[src/rtl/lb_reg_responder.sv]
// lb_reg_responder: local-bus register slave with ID/scratch/ctrl/status/event registers
// and a fixed-latency, fully pipelined read path.
module lb_reg_responder #(
    parameter int          READ_LAT = 3,
    parameter int          NCTRL    = 8,
    parameter logic [31:0] ID_WORD  = 32'h4C4C5246
) (
    input  logic                  lb_clk,
    input  logic                  lb_rst_n,
    input  logic                  lb_valid,
    input  logic                  lb_rnw,
    input  logic [23:0]           lb_addr,
    input  logic [31:0]           lb_wdata,
    input  logic                  lb_renable,
    output logic [31:0]           lb_rdata,
    output logic [32*NCTRL-1:0]   ctrl_out,
    output logic [NCTRL-1:0]      ctrl_stb,
    input  logic [127:0]          status_in,
    input  logic                  evt_in
);

    logic             rd, wr;
    logic             is_id, is_scr, is_ctrl, is_stat, is_evt, is_bad, mapped;
    logic             bad_hit, bad_clr, evt_clr;
    logic [NCTRL-1:0] ctrl_sel;
    logic [31:0]      ctrl_rd, stat_word, rd_mux, scratch, evt_cnt;
    logic [15:0]      bad_cnt;
    logic             v_tail;
    logic [31:0]      d_tail;

    assign rd      = lb_valid & lb_rnw;
    assign wr      = lb_valid & ~lb_rnw;
    assign is_id   = lb_addr == 24'h000000;
    assign is_scr  = lb_addr == 24'h000001;
    assign is_stat = lb_addr[23:2] == 22'h000008;
    assign is_evt  = lb_addr == 24'h000030;
    assign is_bad  = lb_addr == 24'h000031;
    assign is_ctrl = |ctrl_sel;
    assign mapped  = is_id | is_scr | is_ctrl | is_stat | is_evt | is_bad;
    assign bad_hit = lb_valid & ~mapped;
    assign bad_clr = rd & is_bad & lb_renable;
    assign evt_clr = wr & is_evt;

    always_comb begin
        ctrl_sel = '0;
        ctrl_rd  = '0;
        for (int k = 0; k < NCTRL; k++)
            if (lb_addr == 24'(16 + k)) begin
                ctrl_sel[k] = 1'b1;
                ctrl_rd     = ctrl_out[32*k +: 32];
            end
    end

    assign stat_word = status_in[{lb_addr[1:0], 5'b0} +: 32];
    assign rd_mux = is_id   ? ID_WORD :
                    is_scr  ? scratch :
                    is_ctrl ? ctrl_rd :
                    is_stat ? stat_word :
                    is_evt  ? evt_cnt :
                    is_bad  ? {16'b0, bad_cnt} : 32'h0;

    // The last pipeline stage is lb_rdata itself, so READ_LAT-1 intermediate stages remain.
    generate
        if (READ_LAT == 1) begin : g_direct
            assign v_tail = rd;
            assign d_tail = rd_mux;
        end else begin : g_pipe
            logic        vq [READ_LAT-1];
            logic [31:0] dq [READ_LAT-1];
            always_ff @(posedge lb_clk or negedge lb_rst_n) begin
                if (!lb_rst_n) begin
                    for (int i = 0; i < READ_LAT - 1; i++) begin
                        vq[i] <= 1'b0;
                        dq[i] <= '0;
                    end
                end else begin
                    vq[0] <= rd;
                    dq[0] <= rd_mux;
                    for (int i = 1; i < READ_LAT - 1; i++) begin
                        vq[i] <= vq[i-1];
                        dq[i] <= dq[i-1];
                    end
                end
            end
            assign v_tail = vq[READ_LAT-2];
            assign d_tail = dq[READ_LAT-2];
        end
    endgenerate

    always_ff @(posedge lb_clk or negedge lb_rst_n) begin
        if (!lb_rst_n) begin
            scratch  <= '0;
            ctrl_out <= '0;
            ctrl_stb <= '0;
            evt_cnt  <= '0;
            bad_cnt  <= '0;
            lb_rdata <= '0;
        end else begin
            if (wr && is_scr) scratch <= lb_wdata;
            for (int k = 0; k < NCTRL; k++)
                if (wr && ctrl_sel[k]) ctrl_out[32*k +: 32] <= lb_wdata;
            ctrl_stb <= {NCTRL{wr}} & ctrl_sel;
            // A clear coinciding with a new event/bad access restarts at 1 so nothing is lost.
            evt_cnt  <= evt_clr ? {31'b0, evt_in} :
                        (evt_in && evt_cnt != '1) ? evt_cnt + 32'd1 : evt_cnt;
            bad_cnt  <= bad_clr ? {15'b0, bad_hit} :
                        (bad_hit && bad_cnt != '1) ? bad_cnt + 16'd1 : bad_cnt;
            if (v_tail) lb_rdata <= d_tail;
        end
    end

endmodule

[config.mk]
export PLATFORM = sky130hd
export DESIGN_NAME = lb_reg_responder
export DESIGN_NICKNAME = d
export VERILOG_FILES = /design/src/rtl/lb_reg_responder.sv
export SDC_FILE = /design/constraint.sdc
export NUM_CORES = 1
export LEC_CHECK = 0
export BUFFER_PORTS_ARGS = -buffer_cell sky130_fd_sc_hd__buf_2
export CORE_UTILIZATION = 35
export DETAILED_ROUTE_END_ITERATION = 8
export HOLD_SLACK_MARGIN = 0.08
export MAX_ROUTING_LAYER = met4
export PLACE_DENSITY = 0.6
export SYNTH_ARGS = -nofsm -noshare
export SYNTH_HDL_FRONTEND = slang
export SYNTH_SLANG_ARGS = --single-unit
[constraint.sdc]
create_clock -name lb_clk -period 2.8 [get_ports lb_clk]
set_clock_uncertainty 0.2 [all_clocks]
set_input_delay 0.14 -clock lb_clk [delete_from_list [all_inputs] [get_ports lb_clk]]
set_output_delay 0.14 -clock lb_clk [all_outputs]
set_load 0.02 [all_outputs]
==> impl_metrics.toml <==
[placement]
place_hpwl_mm = 57.4
gp_congestion = 0.935
postPlaceCellArea_um2 = 24500
post-place-cells = 2820
portBuffers = 485
pre_cts_ws_ns = 0.0294

[pwr]
leakage_nw = 13.9
powerDensity_nw_per_um2 = 533
finalPower_mw = 14.3
vdd.ir_drop.worst_mv = 0.379

[detailed_routing]
drc = 0
drt-initial-drc-count = 1152
via_per_inst = 5.41
drtAntennaViolNets = 0
routed_wl_mm = 76.9
wire_per_inst_um = 25.8
drtPass1Iterations = 5
num_vias = 16123

[logic_synthesis]
syn_area_um2 = 20600
synth-compound-area-share_pct = 9.22
muxShareOfSynthArea_pct = 23.8
synth_area_leaders = "dfrtp_1, mux2_2, mux2_1"
yosysTopAreaCell = "dfrtp_1"
yosysUniqueCellTypes = 72
synth_top_area_share_pct = 53.6
syn-instance-count = 1585
synth-xor-area-share_pct = 1.32
synth_top_family_by_area = "multiplexers"
ys_seq_area_share_pct = 53.6
synth_fa_ha_area_share_pct = 0.121
ys_warn_count = 0
ys_ff_latch = 442
yosys.area_share.simple_pct = 8.62
synth_flop_cell = "dfrtp_1"
synth_nets = 1777
syn-mean-instance-area_um2 = 13.0
synth_edf_count = 0
synth-async-reset-ratio_pct = 100

[timing]
worst_slack_ns = 0.141
final_max_slew_viol_count = 0
max_slew_margin_pct = 53.7
setup_viol = 0
max_slew.worst_pin.slew_ns = 0.691
fin_tns_setup_ns = 0
hold_slack_ns = 0.101
final.period_utilization_pct = 95.0
rsz0062_at_grt = "no"
period_minus_slack_ns = 2.66
fmax_mhz = 376
final_hold_viol_count = 0

[grt]
grt_max_degree = 83
grt_pass1_vias = 16272
antenna_found_initial = 7
grt-ovfl-total = 0
grt_pass1_wl_mm = 112
track_usage_pct = 26.2

[run_status]
status = "completed"

[cts]
cts.sink_count = 442
cts_max_path_buffers = 3
h-tree-depth = 2
cts_tree = "yes"
insertion_delay_ns = 0.59
cts_buffers = 47
clk_pin_slew_ns = 0.06
post_cts_buffers = 0
root_buffer = "clkbuf_16"

[hold_path]
holdCritStartpoint = "status_in[74]"
hold_path_end = "g_pipe.dq[42]$_DFF_PN0_"
hp-class = "input pin to flop"
hold_depth = 5

[die]
start_util_pct = 35.6
io_pins = 486
die_w_um = 245
die_y_um = 245
core_um2 = 58000
die-area_um2 = 59900
std_cell_rows = 88

[final_layout]
area.growth.synth_to_final_pct = 30.3
fin_util_pct = 46.3
multi_input_area_um2 = 8930
instances_no_fill = 2978
area.sequential_um2 = 11100
fillerInstances = 5288
fin_area_um2 = 26900
nNetsFinal = 2362
drive_gt1_share_pct = 43.8

[setup_path]
end_kind = "flop"
cp-start-kind = "input pin"
path_class = "input pin to flop"
arrival_ns = 2.92
crit_path_max_fanout = 9
ff2ff_setup_slack_ns = 0.21
r2r-start = "evt_cnt[0]$_DFFE_PN0P_"
worstReg2RegEnd = "evt_cnt[22]$_DFFE_PN0P_"
r2r_cells = 6
worstPathRequired_ns = 3.06

[run]
maxCapViolations = 0
==> power by group <==
group	switching (mW)	internal (mW)
Combinational	0.612	0.432
Clock	2.69	3.97
Sequential	0.160	6.47
Total	3.46	10.9
==> cell usage in the layout (no fill, tap or decap), types with 17 or more instances in the layout <==
master and n:
buf_12 26, nor2_1 70, nand4_1 31, nand3_1 28, buf_2 482, clkbuf_16 48
a22o_1 17, inv_1 29, mux2i_1 31, a21oi_1 47, buf_4 69, mux2_1 100
dfrtp_1 442, dlygate4sd3_1 65, a22oi_1 21, mux2_2 226, o21ai_0 55, xor2_1 17
mux4_2 41, a21o_1 21, nand2_1 48
==> state kept, by name (all words and copies together), names as in the netlist <==
name / cells
ctrl_stb: 8
v_tail: 1
scratch: 32
ctrl_out: 256
bad_cnt: 16
d_tail: 32
lb_rdata: 32
g_pipe.dq: 32
evt_cnt: 32
g_pipe.vq: 1
==> critical path: stages <==
cell,delay [ns]
dlygate4sd3_1,0.53
buf_2,0.13
nor3_2,0.24
dlygate4sd3_1,0.62
buf_4,0.20
o211ai_1,0.16
nand4_1,0.14
xor2_1,0.14
nor2_1,0.05
dlygate4sd3_1,0.56
==> per-layer routing <==
metal	part of all wire [%]	track usage (%)	vias up
li1	-	-	7111
met1	43	34.7	8266
met2	46	38.8	611
met3	7.4	6.04	135
met4	4.0	9.96	0
met5	0	-	-
==> how the worst max path moves through the flow <==
stage | start | end | slack [ns] | depth (start not counted)
final | lb_addr[23] | bad_cnt[2]$_DFFE_PN0P_ | 0.14 | 10
after global routing | evt_cnt[0]$_DFFE_PN0P_ | evt_cnt[22]$_DFFE_PN0P_ | 0.02 | 6
after CTS | lb_addr[1] | bad_cnt[2]$_DFFE_PN0P_ | 0.09 | 9
after detailed placement | lb_addr[9] | g_pipe.dq[51]$_DFF_PN0_ | 0.03 | 10
after global placement | lb_addr[12] | g_pipe.dq[61]$_DFF_PN0_ | 0.09 | 9
after floorplan | evt_cnt[0]$_DFFE_PN0P_ | evt_cnt[22]$_DFFE_PN0P_ | 0.45 | 7
==> cell families after synthesis <==
family / Yosys count
AOI/OAI and AO/OA: 276
xor gates and xnor gates: 31
adders and majority gates: 2
buffers and inverters: 138
DFF: 442
muxes: 398
and+or+nand+nor: 298
==> repair_timing <==
action,4_1_cts,5_1_grt
gates resized for setup,0,1
setup endpoints to repair,0,1
hold endpoints to repair,775,0
hold buffers,66,0
==> Yosys cell counts, types with 16 or more instances <==
cell	count
a21o_1	21
mux2_1	100
buf_2	51
a22oi_1	21
o22ai_1	16
dfrtp_1	442
inv_1	29
o21ai_0	55
clkbuf_1	30
nand3_1	28
mux2_2	226
nand4_1	31
mux4_2	41
mux2i_1	31
a21oi_1	47
o2bb2ai_1	16
nor2_1	71
xor2_1	17
a22o_1	17
nand2_1	48
==> cell type report <==
type	count	area share (%)
sequential	442	41.1
multi-input combinational	1005	33.2
timing repair buffer	645	15.5
clock buffer	64	5.06
tap	765	3.56
clock inverter	22	1.09
inverter	29	0.405
antenna	6	0.0559
(Power assumes the default switching activity.)
